**config.mk**
```make
export PLATFORM = sky130hd
export DESIGN_NAME = encoder8to3_pend
export DESIGN_NICKNAME = d
export VERILOG_FILES = /design/src/rtl/encoder8to3_pend.sv
export SDC_FILE = /design/constraint.sdc
export NUM_CORES = 1
export LEC_CHECK = 0
export BUFFER_PORTS_ARGS = -buffer_cell sky130_fd_sc_hd__buf_2
export CORE_AREA = 2 2 54 56
export DETAILED_ROUTE_END_ITERATION = 10
export DIE_AREA = 0 0 56 58
export GPL_TIMING_DRIVEN = 0
export PLACE_DENSITY_LB_ADDON = 0.05
export SLEW_MARGIN = 10
export SYNTH_ARGS = -nofsm -noshare
export SYNTH_HDL_FRONTEND = slang
export SYNTH_SLANG_ARGS = --single-unit
```
**constraint.sdc**
```tcl
create_clock -name clk -period 2.6 [get_ports clk]
set_input_delay 0 -clock clk [delete_from_list [all_inputs] [get_ports clk]]
set_output_delay 0 -clock clk [all_outputs]
set_load 0.02 [all_outputs]
```
**src/rtl/encoder8to3_pend.sv**
```systemverilog
// Pending-request 8-to-3 priority encoder with valid/ready output handshake.
// Requests are collected in a pending register, granted one per cycle in fixed
// priority order (bit 0 highest). A granted code is held stable until accepted,
// and repeat requests are counted in a saturating counter.
module encoder8to3_pend #(
  parameter int unsigned CNT_W = 8
) (
  input  logic             clk,
  input  logic             rst,
  input  logic [7:0]       req_i,
  input  logic             out_ready,
  output logic             out_valid,
  output logic [2:0]       out_idx,
  output logic [7:0]       pending_o,
  output logic [CNT_W-1:0] merge_cnt
);

  typedef enum logic [0:0] {StIdle, StHold} state_e;

  state_e           state_q;
  logic [2:0]       out_idx_q;
  logic [7:0]       pending_q;
  logic [CNT_W-1:0] merge_cnt_q;

  logic       handshake;
  logic [7:0] grant_mask;
  logic [7:0] cand;
  logic       merge_hit;
  logic [2:0] cand_idx;

  // Lowest set index; bit 0 has the highest priority.
  function automatic logic [2:0] lowest_idx(input logic [7:0] v);
    logic [2:0] idx;
    idx = 3'd0;
    for (int i = 7; i >= 0; i--) begin
      if (v[i]) idx = 3'(i);
    end
    return idx;
  endfunction

  // Grant mask, candidate (next pending) vector and merge detection.
  always_comb begin
    handshake  = (state_q == StHold) && out_ready;
    grant_mask = handshake ? (8'b1 << out_idx_q) : 8'h00;
    // A request on the bit being granted this cycle survives via the OR.
    cand       = (pending_q & ~grant_mask) | req_i;
    merge_hit  = |(req_i & pending_q & ~grant_mask);
    cand_idx   = lowest_idx(cand);
  end

  // Pending register: clear the granted bit, then merge in new requests.
  always_ff @(posedge clk or posedge rst) begin
    if (rst) begin
      pending_q <= 8'h00;
    end else begin
      pending_q <= cand;
    end
  end

  // Saturating count of requests landing on an already-pending bit.
  always_ff @(posedge clk or posedge rst) begin
    if (rst) begin
      merge_cnt_q <= '0;
    end else if (merge_hit && (merge_cnt_q != {CNT_W{1'b1}})) begin
      merge_cnt_q <= merge_cnt_q + 1'b1;
    end
  end

  // Grant FSM: load a code from IDLE or after a handshake, otherwise hold it.
  always_ff @(posedge clk or posedge rst) begin
    if (rst) begin
      state_q   <= StIdle;
      out_idx_q <= 3'd0;
    end else begin
      unique case (state_q)
        StIdle: begin
          if (cand != 8'h00) begin
            out_idx_q <= cand_idx;
            state_q   <= StHold;
          end
        end
        StHold: begin
          if (handshake) begin
            if (cand != 8'h00) begin
              out_idx_q <= cand_idx;
            end else begin
              state_q <= StIdle;
            end
          end
        end
        default: begin
          state_q <= StIdle;
        end
      endcase
    end
  end

  assign out_valid = (state_q == StHold);
  assign out_idx   = out_idx_q;
  assign pending_o = pending_q;
  assign merge_cnt = merge_cnt_q;

endmodule

```
Word-level counts from Yosys, hierarchy flattened
Index checks and enable logic that the tools add are counted.

storage, ports and cells
  bits in registers = 20
  bits of input ports = 11
  logic and storage cells = 33

operators by class
  shift operators = 1
  equality and inequality tests = 2
  add/subtract/negate cells = 1
  bitwise logic cells = 6
  reduce and logical (&&, ||, !) cells = 4
  multiplexer cells = 15

operators with widths
  kind                 count
  $mux 3               10
  $and 8x8->8          3
  $add 8x1->8 const B  1
  $mux 8               1
  $ne 8x8->1 const B   1
  $not 8->8            1
  $or 8x8->8           1
  $reduce_bool 8->1    1
  $reduce_or 8->1      1
  $shl 1x3->8 const A  1
  $pmux 3 s2           1
  $logic_and 1x1->1    2
  $mux 1               2
  $ne 2x1->1 const B   1
  $pmux 1 s2           1
  $not 1->1            1

Longest topological paths before layout
Gate-level depths: netlist of the first run.

  depth after elaboration = 16
  gate-level depth with buffers = 7

Worst setup path after synthesis of the first run
OpenSTA, ideal clock, no wires.

  path type = register to register
  from = reg out_idx_q[1], in the netlist out_idx[1]
  to = reg merge_cnt_q[2], in the netlist merge_cnt[2]
  cell stages (with the launch flop) = 8
  period minus slack after synthesis = 2202 ps
  slack = 398 ps
  data required time = 2466 ps
  arrival time = 2069 ps
  setup time = 134 ps
  cells stage by stage = dfrtp_1 > nand3b_1 > or3_1 > a32oi_1 > o211ai_1 > or3_4 > and3_1 > xor2_1

between the ends
  cells in the longest elaborated chain, start to end = 6

RTL lines
  what                      RTL line  text
  start: declaration        21        logic [2:0] out_idx_q;
  start signal: assignment  78        out_idx_q <= cand_idx;
  start signal: assignment  85        out_idx_q <= cand_idx;
  $shl 1x3->8               44        grant_mask = handshake ? (8'b1 << out_idx_q) : 8'h00;
  $mux 8                    44
  $not 8->8                 47        merge_hit = |(req_i & pending_q & ~grant_mask);
  $and 8x8->8               47
  $reduce_or 8->1           47
  $logic_and 1x1->1         64        end else if (merge_hit && (merge_cnt_q != {CNT_W{1'b1}})) begin
  end signal: assignment    65        merge_cnt_q <= merge_cnt_q + 1'b1;
  end: declaration          23        logic [CNT_W-1:0] merge_cnt_q;

Every way passes these cells.
A chain may end at the register's enable or synchronous reset.

Worst setup path after layout of the first run
  from = reg out_idx_q[1], in the netlist out_idx[1]
  to = reg merge_cnt_q[1], in the netlist merge_cnt[1]

Same word-level chain as after synthesis.

==> results of run 1 <==
logic make-up (layout without fill, tap and decap cells):
kind of cell,count (synthesis),after routing,share of synthesized area
xor+xnor,6,6,0.05153
flops,20,20,0.4908
buf+inv,4,47,0.01472
simple gates,41,41,0.2282
mux,2,2,0.02208
compound gates,23,23,0.1804
fa+ha+maj,1,1,0.01227
routing by layer:
metal / part of all wire / GRT usage
met5: 0 / 0
met4: 0.0074 / 0.05102
met3: 0.034 / 0.02455
met2: 0.52 / 0.2891
met1: 0.44 / 0.1870
synth_stat cells:
master and n:
a21o_1 3, a21oi_1 4, a31oi_1 1, a32o_1 2, a32oi_1 1, and2b_2 2, and3_1 2, dfrtp_1 20
ha_1 1, inv_1 4, mux2_1 1, mux2_2 1, nand2_1 5, nand2b_1 2, nand3_1 5, nand3b_1 1
nor2_1 10, nor3_1 2, nor3_2 1, nor4_1 1, o211ai_1 1, o21a_1 3, o21ai_0 2, o21bai_1 1
o22a_2 2, o311ai_0 1, o31ai_4 1, o41ai_1 1, or2_2 5, or2b_2 1, or3_1 2, or3_4 2
xnor2_1 1, xor2_1 5
where the power goes:
group | leakage, nW | internal (W) | switching, W
logic | 0.337 | 0.000151 | 0.000206
registers | 0.217 | 0.000382 | 0.0000777
clock network | 0.0210 | 0.0000853 | 0.000102
total | 0.574 | 0.000618 | 0.000385
final cells by class:
type / count / area (um2)
inverters: 4 / 15.01
repair buffers: 39 / 240.2
fillers: 275 / 1328
well taps: 31 / 38.79
flip-flops and latches: 20 / 500.5
multi-input cells: 73 / 504.2
clock buffers: 4 / 36.28
worst max path at each step:
stage / from / endpoint / slack (ps) / cells after the start
finish: out_idx[1]$_DFFE_PP0P_ / merge_cnt[1]$_DFFE_PP0P_ / 230 / 6
floorplan: out_idx[1]$_DFFE_PP0P_ / merge_cnt[2]$_DFFE_PP0P_ / 400 / 7
global route: out_idx[1]$_DFFE_PP0P_ / merge_cnt[1]$_DFFE_PP0P_ / 80 / 6
CTS: out_idx[1]$_DFFE_PP0P_ / merge_cnt[1]$_DFFE_PP0P_ / 210 / 6
detailed placement: out_idx[1]$_DFFE_PP0P_ / merge_cnt[1]$_DFFE_PP0P_ / 230 / 6
global placement: out_idx[1]$_DFFE_PP0P_ / merge_cnt[1]$_DFFE_PP0P_ / 210 / 6
through the flow:
stage | util | cells | hold slack (ps)
after global routing | 0.5014 | 171 | 26.49
after global placement | 0.4539 | 158 | 187.8
after detailed placement | 0.4539 | 158 | 191.3
after floorplan | - | 97 | -36.17
after CTS | 0.5014 | 171 | 10.77
final | 0.5014 | 171 | 7.490
flip-flops by register name, indices dropped and copies added (netlist names):
register,flops
merge_cnt,8
pending_o,8
out_idx,3
out_valid,1
worst max-delay path: stages (launching register included):
cell      delay, ps
dfrtp_1         420
nand3b_1        250
or3_1           370
a32oi_1         240
o211ai_1        200
o31ai_4         420
mux2_2          370
==> run_results.csv, run 1 <==
group,metric,value,unit
die,die_height,58,um
cts,clk_pin_slew,120,ps
timing,slew_viol_final,0,
hold_path,whs_path_depth,3,
cts,cts_max_level,1,
timing,worst_slew_pin_slew,776.3,ps
timing,finalCritPeriodShare,0.9129,
cts,cts_sinks,20,
worst_setup_path,cp.arrival,2570,ps
die,num_io_pins,31,
power,total_power,0.001004,W
logic_synthesis,synth_warnings,0,
detailed_routing,drt-total-wl,2309,um
place,pre_cts_slack,226.9,ps
worst_setup_path,crit_type,"register to register",
place,gp_congestion,0.7544,
worst_setup_path,r2r_end,"merge_cnt[1]$_DFFE_PP0P_",
worst_setup_path,endpoint_kind,"register",
logic_synthesis,synth_area_per_cell,10.51,um2
detailed_routing,dr.pass1.iters,4,
die,die_area,3248,um2
detailed_routing,drc_errors,0,
logic_synthesis,synth_nets,109,
cts,post_cts_resized,0,
global_routing,first_global_vias,843,
power,power_density,751.9,nW/um2
hold_path,hold_path_startpoint,"out_ready",
global_routing,grt_pass1_wl,3933,um
detailed_routing,num_vias,869,
hold_path,hold_path_class,"input port to register",
timing,fmax,421.3,MHz
logic_synthesis,yosysSeqAreaShare,0.4908,
timing,finalClockSkew,1.440,ps
layout,areaGrowthSynthToFinish,30.92,%
layout,insertedDiodeCount,0,
cts,insertion_delay,300,ps
cts,tritoncts,"done",
timing,hold_viol_final,0,
place,dp_hpwl,1755,um
timing,finalCriticalPeriod,2373,ps
worst_setup_path,required,2800,ps
worst_setup_path,worstSetupStartpointType,"register",
worst_setup_path,crit_fanout,6,
cts,numCtsBuffers,3,
timing,slew_headroom,0.4819,
cts,clockBufferDepth,2,
cts,post_cts_buffers,0,
worst_setup_path,r2r-start,"out_idx[1]$_DFFE_PP0P_",
cts,hold_buffers,9,
detailed_routing,final_antenna_net_count,0,
die,die_x,56,um
worst_setup_path,reg2regPathDepth,6,
layout,final_cell_mix,"30 x buf_2, 20 x dfrtp_1, 10 x nor2_1, 9 x dlygate4sd3_1",
timing,setup_viol,0,
layout,fin_area,1335,um2
logic_synthesis,syn_inst,97,
logic_synthesis,ys_ff_latch,20,
timing,worst_slack,226.5,ps
detailed_routing,initialDrtViolationCount,18,
logic_synthesis,synth_cell_types,34,
global_routing,grt-ovfl-total,0,
timing,rsz0062_at_grt,"false",
die,rows,19,
detailed_routing,viasPerCell,5.082,
detailed_routing,routedWlPerCell,13.50,um
die,start_util,0.3830,
hold_path,min_to,"out_valid$_DFF_PP0_",
logic_synthesis,yosys.area.top_type,"dfrtp_1",
worst_setup_path,worst-r2r-setup-slack,230,ps
global_routing,grtUsageTotal,0.1567,
place,portBuffers,30,
outcome,status,"finished, final reports clean",
die,core-area,2663,um2
power,peakVddDrop,393.7,uV
layout,drive_gt1_frac,0.3500,
timing,tns,0,ps
job,cap_violations,0,
layout,final_common_cell,"buf_2",
logic_synthesis,yosysTopAreaCellShare,0.4908,
layout,final_nets,153,
global_routing,grt_max_degree,21,
place,place_area,1209,um2
logic_synthesis,synthTopCellsByArea,"dfrtp_1 49%, xor2_1 4.3%, nor2_1 3.7%",
power,leakagePower,0.5745,nW
global_routing,antenna_found_initial,0,
cts,cts-root-buf,"clkbuf_4",
logic_synthesis,synth_area,1020,um2
No activity file was read; power rests on OpenSTA's default activity.
==> run 2: changes to the inputs <==
--- a/config.mk
+++ b/config.mk
@@ -6,10 +6,13 @@
 export NUM_CORES = 1
 export LEC_CHECK = 0
 export BUFFER_PORTS_ARGS = -buffer_cell sky130_fd_sc_hd__buf_2
-export CORE_AREA = 2 2 54 56
+export CELL_PAD_IN_SITES_DETAIL_PLACEMENT = 1
+export CELL_PAD_IN_SITES_GLOBAL_PLACEMENT = 1
+export CORE_AREA = 2 2 56 58
 export DETAILED_ROUTE_END_ITERATION = 10
-export DIE_AREA = 0 0 56 58
+export DIE_AREA = 0 0 58 60
 export GPL_TIMING_DRIVEN = 0
+export HOLD_SLACK_MARGIN = 0.08
 export PLACE_DENSITY_LB_ADDON = 0.05
 export SLEW_MARGIN = 10
 export SYNTH_ARGS = -nofsm -noshare
==> run_results.csv, run 2 (synthesis results as in run 1) <==
group,metric,value,unit
job,cap_violations,0,
global_routing,antenna_found_initial,0,
detailed_routing,initialDrtViolationCount,22,
timing,finalCriticalPeriod,2346,ps
timing,slew_viol_final,0,
cts,clockBufferDepth,2,
worst_setup_path,crit_type,"register to register",
layout,final_common_cell,"buf_2",
layout,final_nets,154,
place,pre_cts_slack,232.1,ps
layout,final_cell_mix,"30 x buf_2, 20 x dfrtp_1, 10 x nor2_1, 10 x dlygate4sd3_1",
power,leakagePower,0.5715,nW
timing,fmax,426.2,MHz
detailed_routing,dr.pass1.iters,2,
timing,rsz0062_at_grt,"false",
timing,finalClockSkew,0.8648,ps
die,num_io_pins,31,
timing,hold_viol_final,0,
detailed_routing,drt-total-wl,2470,um
timing,tns,0,ps
cts,insertion_delay,290,ps
outcome,status,"finished, final reports clean",
place,dp_hpwl,1974,um
die,rows,20,
timing,finalCritPeriodShare,0.9024,
power,power_density,728.8,nW/um2
worst_setup_path,endpoint_kind,"register",
die,die_height,60,um
global_routing,grt_max_degree,21,
layout,seqCellArea,500.5,um2
timing,setup_viol,0,
detailed_routing,viasPerCell,5.110,
hold_path,hold_path_class,"input port to asynchronous set/reset pin",
die,start_util,0.3513,
place,portBuffers,30,
worst_setup_path,required,2790,ps
cts,numCtsBuffers,3,
power,peakVddDrop,459.0,uV
detailed_routing,final_antenna_net_count,0,
global_routing,grtUsageTotal,0.1596,
cts,cts-root-buf,"clkbuf_4",
timing,worst_slack,253.9,ps
cts,cts_max_level,1,
cts,post_cts_buffers,0,
worst_setup_path,cp.arrival,2540,ps
layout,insertedDiodeCount,0,
worst_setup_path,worstSetupStartpointType,"register",
die,die_area,3480,um2
global_routing,grt_pass1_wl,4222,um
layout,areaGrowthSynthToFinish,30.80,%
layout,fill_cells,329,
timing,slew_headroom,0.4855,
power,total_power,0.0009720,W
worst_setup_path,crit_fanout,6,
cts,post_cts_resized,0,
cts,cts_sinks,20,
global_routing,grt-ovfl-total,0,
global_routing,first_global_vias,943,
place,gp_congestion,0.7507,
timing,worst_slew_pin_slew,770.9,ps
die,core-area,2903,um2
die,die_x,58,um
cts,clk_pin_slew,110,ps
detailed_routing,routedWlPerCell,14.28,um
layout,drive_gt1_frac,0.3429,
cts,tritoncts,"done",
layout,multi_input_area,504.2,um2
detailed_routing,num_vias,884,
detailed_routing,drc_errors,0,
[run 2: cell count changes in the layout (fill, tap and decap cells not counted), sizes merged]
cell / previous run / this run
dlygate4sd3: 9 / 10
clkbuf: 4 / 3
[run 2: per-layer routing]
| metal | up-vias | wire [um] | track usage |
|---|---|---|---|
| li1 | 433 | - | - |
| met2 | 12 | 1351 | 0.3117 |
| met4 | 0 | 21 | 0.03322 |
| met1 | 437 | 1026 | 0.1719 |
| met5 | - | 0 | 0 |
| met3 | 2 | 70 | 0.04113 |
[run 2: power by group]
group | internal (W) | leakage [nW] | total (W) | switching, W
sequential | 0.000382 | 0.217 | 0.000460 | 0.0000779
combinational | 0.000153 | 0.341 | 0.000365 | 0.000213
clock | 0.0000540 | 0.0138 | 0.000146 | 0.0000924
total | 0.000589 | 0.571 | 0.000972 | 0.000383
[run 2: timing repair]
item / in CTS / in global routing
endpoints found under the setup margin: 0 / 0
endpoints found under the hold margin: 30 / 0
hold buffers: 10 / 0
[run 2: final timing paths]
check	endpoint	cells past startpoint	slack (ps)	from
setup / recovery	merge_cnt[1]$_DFFE_PP0P_	6	250	out_idx[1]$_DFFE_PP0P_
hold / removal	pending_o[2]$_DFF_PP0_	3	380	rst
setup reg to reg	merge_cnt[1]$_DFFE_PP0P_	6	250	out_idx[1]$_DFFE_PP0P_
hold reg to reg	merge_cnt[5]$_DFFE_PP0P_	1	490	merge_cnt[5]$_DFFE_PP0P_
max in group asynchronous	out_idx[2]$_DFFE_PP0P_	3	1750	rst
min in group clk	pending_o[3]$_DFF_PP0_	3	490	req_i[3]
[run 2: final cells by class]
cell class                      count  area share
Sequential cell                    20      0.3752
Inverter                            4     0.01126
Timing Repair Buffer               40      0.1876
Tap cell                           33     0.03096
Clock buffer                        3     0.01689
Multi-Input combinational cell     73      0.3780
[run 2: worst max-delay path, cell delays in order, from the launching register on]
cell,delay [ps]
dfrtp_1,420
nand3b_1,240
or3_1,360
a32oi_1,220
o211ai_1,200
o31ai_4,430
mux2_2,380
[run 2: metrics by stage]
step	instance area, um2	util	hold WS, ps	cells
2_1_floorplan	1020	-	-36.17	97
3_3_place_gp	1211	0.4172	194.5	160
3_5_place_dp	1211	0.4172	191.8	160
4_1_cts	1334	0.4595	404.2	173
5_1_grt	1334	0.4595	432.7	173
6_report	1334	0.4595	376.3	173
==> run 3: changes to the inputs <==
==> constraint.sdc (replaced) <==
create_clock -name clk -period 2.4 [get_ports clk]
set_input_delay 0 -clock clk [delete_from_list [all_inputs] [get_ports clk]]
set_output_delay 0 -clock clk [all_outputs]
set_load 0.02 [all_outputs]
==> run_results.csv, run 3 (synthesis results as in run 1) <==
group,metric,value,unit
outcome,status,"finished, final reports clean",
die,core-area,2903,um2
cts,cts-root-buf,"clkbuf_4",
layout,multi_input_area,516.7,um2
worst_setup_path,worstSetupStartpointType,"register",
global_routing,grt_max_degree,21,
die,rows,20,
cts,cts_sinks,20,
worst_setup_path,reg2regPathDepth,7,
timing,finalClockSkew,3.247,ps
cts,tritoncts,"done",
global_routing,grtUsageTotal,0.1596,
worst_setup_path,critPathCapture,"merge_cnt[2]$_DFFE_PP0P_",
power,peakVddDrop,498.9,uV
cts,numCtsBuffers,3,
layout,insertedDiodeCount,0,
cts,clk_pin_slew,110,ps
layout,fin_util,0.4668,
worst_setup_path,cp.arrival,2460,ps
cts,insertion_delay,300,ps
job,cap_violations,0,
place,pre_cts_slack,32.14,ps
global_routing,grt_pass1_wl,4222,um
layout,final_nets,155,
detailed_routing,final_antenna_net_count,0,
timing,setup_viol,0,
detailed_routing,drc_errors,0,
hold_path,hold_path_class,"input port to asynchronous set/reset pin",
detailed_routing,num_vias,887,
timing,finalCritPeriodShare,0.9443,
place,gp_congestion,0.7507,
worst_setup_path,r2r_end,"merge_cnt[2]$_DFFE_PP0P_",
layout,seqCellArea,501.7,um2
power,power_density,781.7,nW/um2
worst_setup_path,worst-r2r-setup-slack,130,ps
detailed_routing,dr.pass1.iters,2,
cts,clockBufferDepth,2,
cts,cts_max_level,1,
die,die_area,3480,um2
worst_setup_path,endpoint_kind,"register",
worst_setup_path,crit_type,"register to register",
layout,areaGrowthSynthToFinish,32.88,%
layout,fill_cells,328,
die,start_util,0.3513,
timing,slew_viol_final,0,
timing,slew_headroom,0.4834,
global_routing,antenna_found_initial,0,
die,die_height,60,um
power,leakagePower,0.5774,nW
global_routing,grt-ovfl-total,0,
layout,final_common_cell,"buf_2",
worst_setup_path,crit_start,"out_idx[1]$_DFFE_PP0P_",
layout,final_cell_mix,"30 x buf_2, 19 x dfrtp_1, 10 x nor2_1, 10 x dlygate4sd3_1",
layout,drive_gt1_frac,0.3688,
timing,finalCriticalPeriod,2266,ps
die,num_io_pins,31,
worst_setup_path,crit_fanout,4,
worst_setup_path,required,2590,ps
detailed_routing,viasPerCell,5.098,
timing,hold_viol_final,0,
die,die_x,58,um
timing,worst_slack,133.7,ps
timing,fmax,441.3,MHz
global_routing,first_global_vias,943,
detailed_routing,drt-total-wl,2492,um
timing,worst_slew_pin_slew,774.0,ps
worst_setup_path,r2r-start,"out_idx[1]$_DFFE_PP0P_",
place,portBuffers,30,
detailed_routing,initialDrtViolationCount,23,
detailed_routing,routedWlPerCell,14.32,um
place,dp_hpwl,1974,um
-- run 3: cell types whose count changed in the layout (fill, tap and decap cells not counted), sizes merged --
| cell | change |
|---|---|
| buf | +1 |
-- run 3: critical path, cell delays in order, from the launching register on --
cell	delay [ps]
dfrtp_1	400
nand3b_1	240
or3_4	370
a32oi_2	200
o211ai_1	190
or3_4	440
and3_1	180
xor2_1	130
-- run 3: routing by layer --
metal  GRT usage  routed length, um  vias up
met5           0                  0        -
met4     0.03322                 21        0
met3     0.04113                 70        2
met2      0.3117               1358       12
met1      0.1719               1042      438
li1            -                  -      435
-- run 3: area by class of cell --
class	instances	share of cell area
clock buffer	3	0.01662
tap	33	0.03047
multi-input combinational	73	0.3813
inverter	4	0.01108
timing repair buffer	41	0.1902
sequential	20	0.3703
-- run 3: worst min-delay path by stage --
stage | startpoint | endpoint | cells after the start
after floorplan | rst | merge_cnt[0]$_DFFE_PP0P_ | 1
after global placement | rst | merge_cnt[1]$_DFFE_PP0P_ | 2
after detailed placement | rst | pending_o[2]$_DFF_PP0_ | 2
after CTS | rst | pending_o[2]$_DFF_PP0_ | 3
after global routing | rst | merge_cnt[0]$_DFFE_PP0P_ | 3
final | rst | pending_o[3]$_DFF_PP0_ | 3
-- run 3: report_power, final --
part / switching (W) / leakage (nW) / internal (W)
Clock: 0.000101 / 0.0138 / 0.0000585
Sequential: 0.0000845 / 0.215 / 0.000415
Combinational: 0.000232 / 0.348 / 0.000169
Total: 0.000417 / 0.577 / 0.000642
-- run 3: through the flow --
step | hold slack, ps | std cells | setup TNS [ps] | total power (W) | instance area [um2]
global placement | 194.5 | 160 | -15.34 | 0.0008825 | 1211
finish | 377.7 | 174 | 0 | 0.001059 | 1355
global route | 432.6 | 174 | -0.04463 | 0.001146 | 1355
floorplan | -36.17 | 97 | 0 | 0.0007573 | 1020
CTS | 404.2 | 173 | 0 | 0.001074 | 1334
detailed placement | 191.8 | 160 | 0 | 0.0009011 | 1211
-- run 3: repair_timing --
| item | CTS | global route |
|---|---|---|
| resized for setup | 0 | 3 |
| endpoints found under the setup margin | 0 | 6 |
| hold endpoints to repair | 30 | 0 |
| hold buffers | 10 | 0 |
| setup buffers | 0 | 1 |
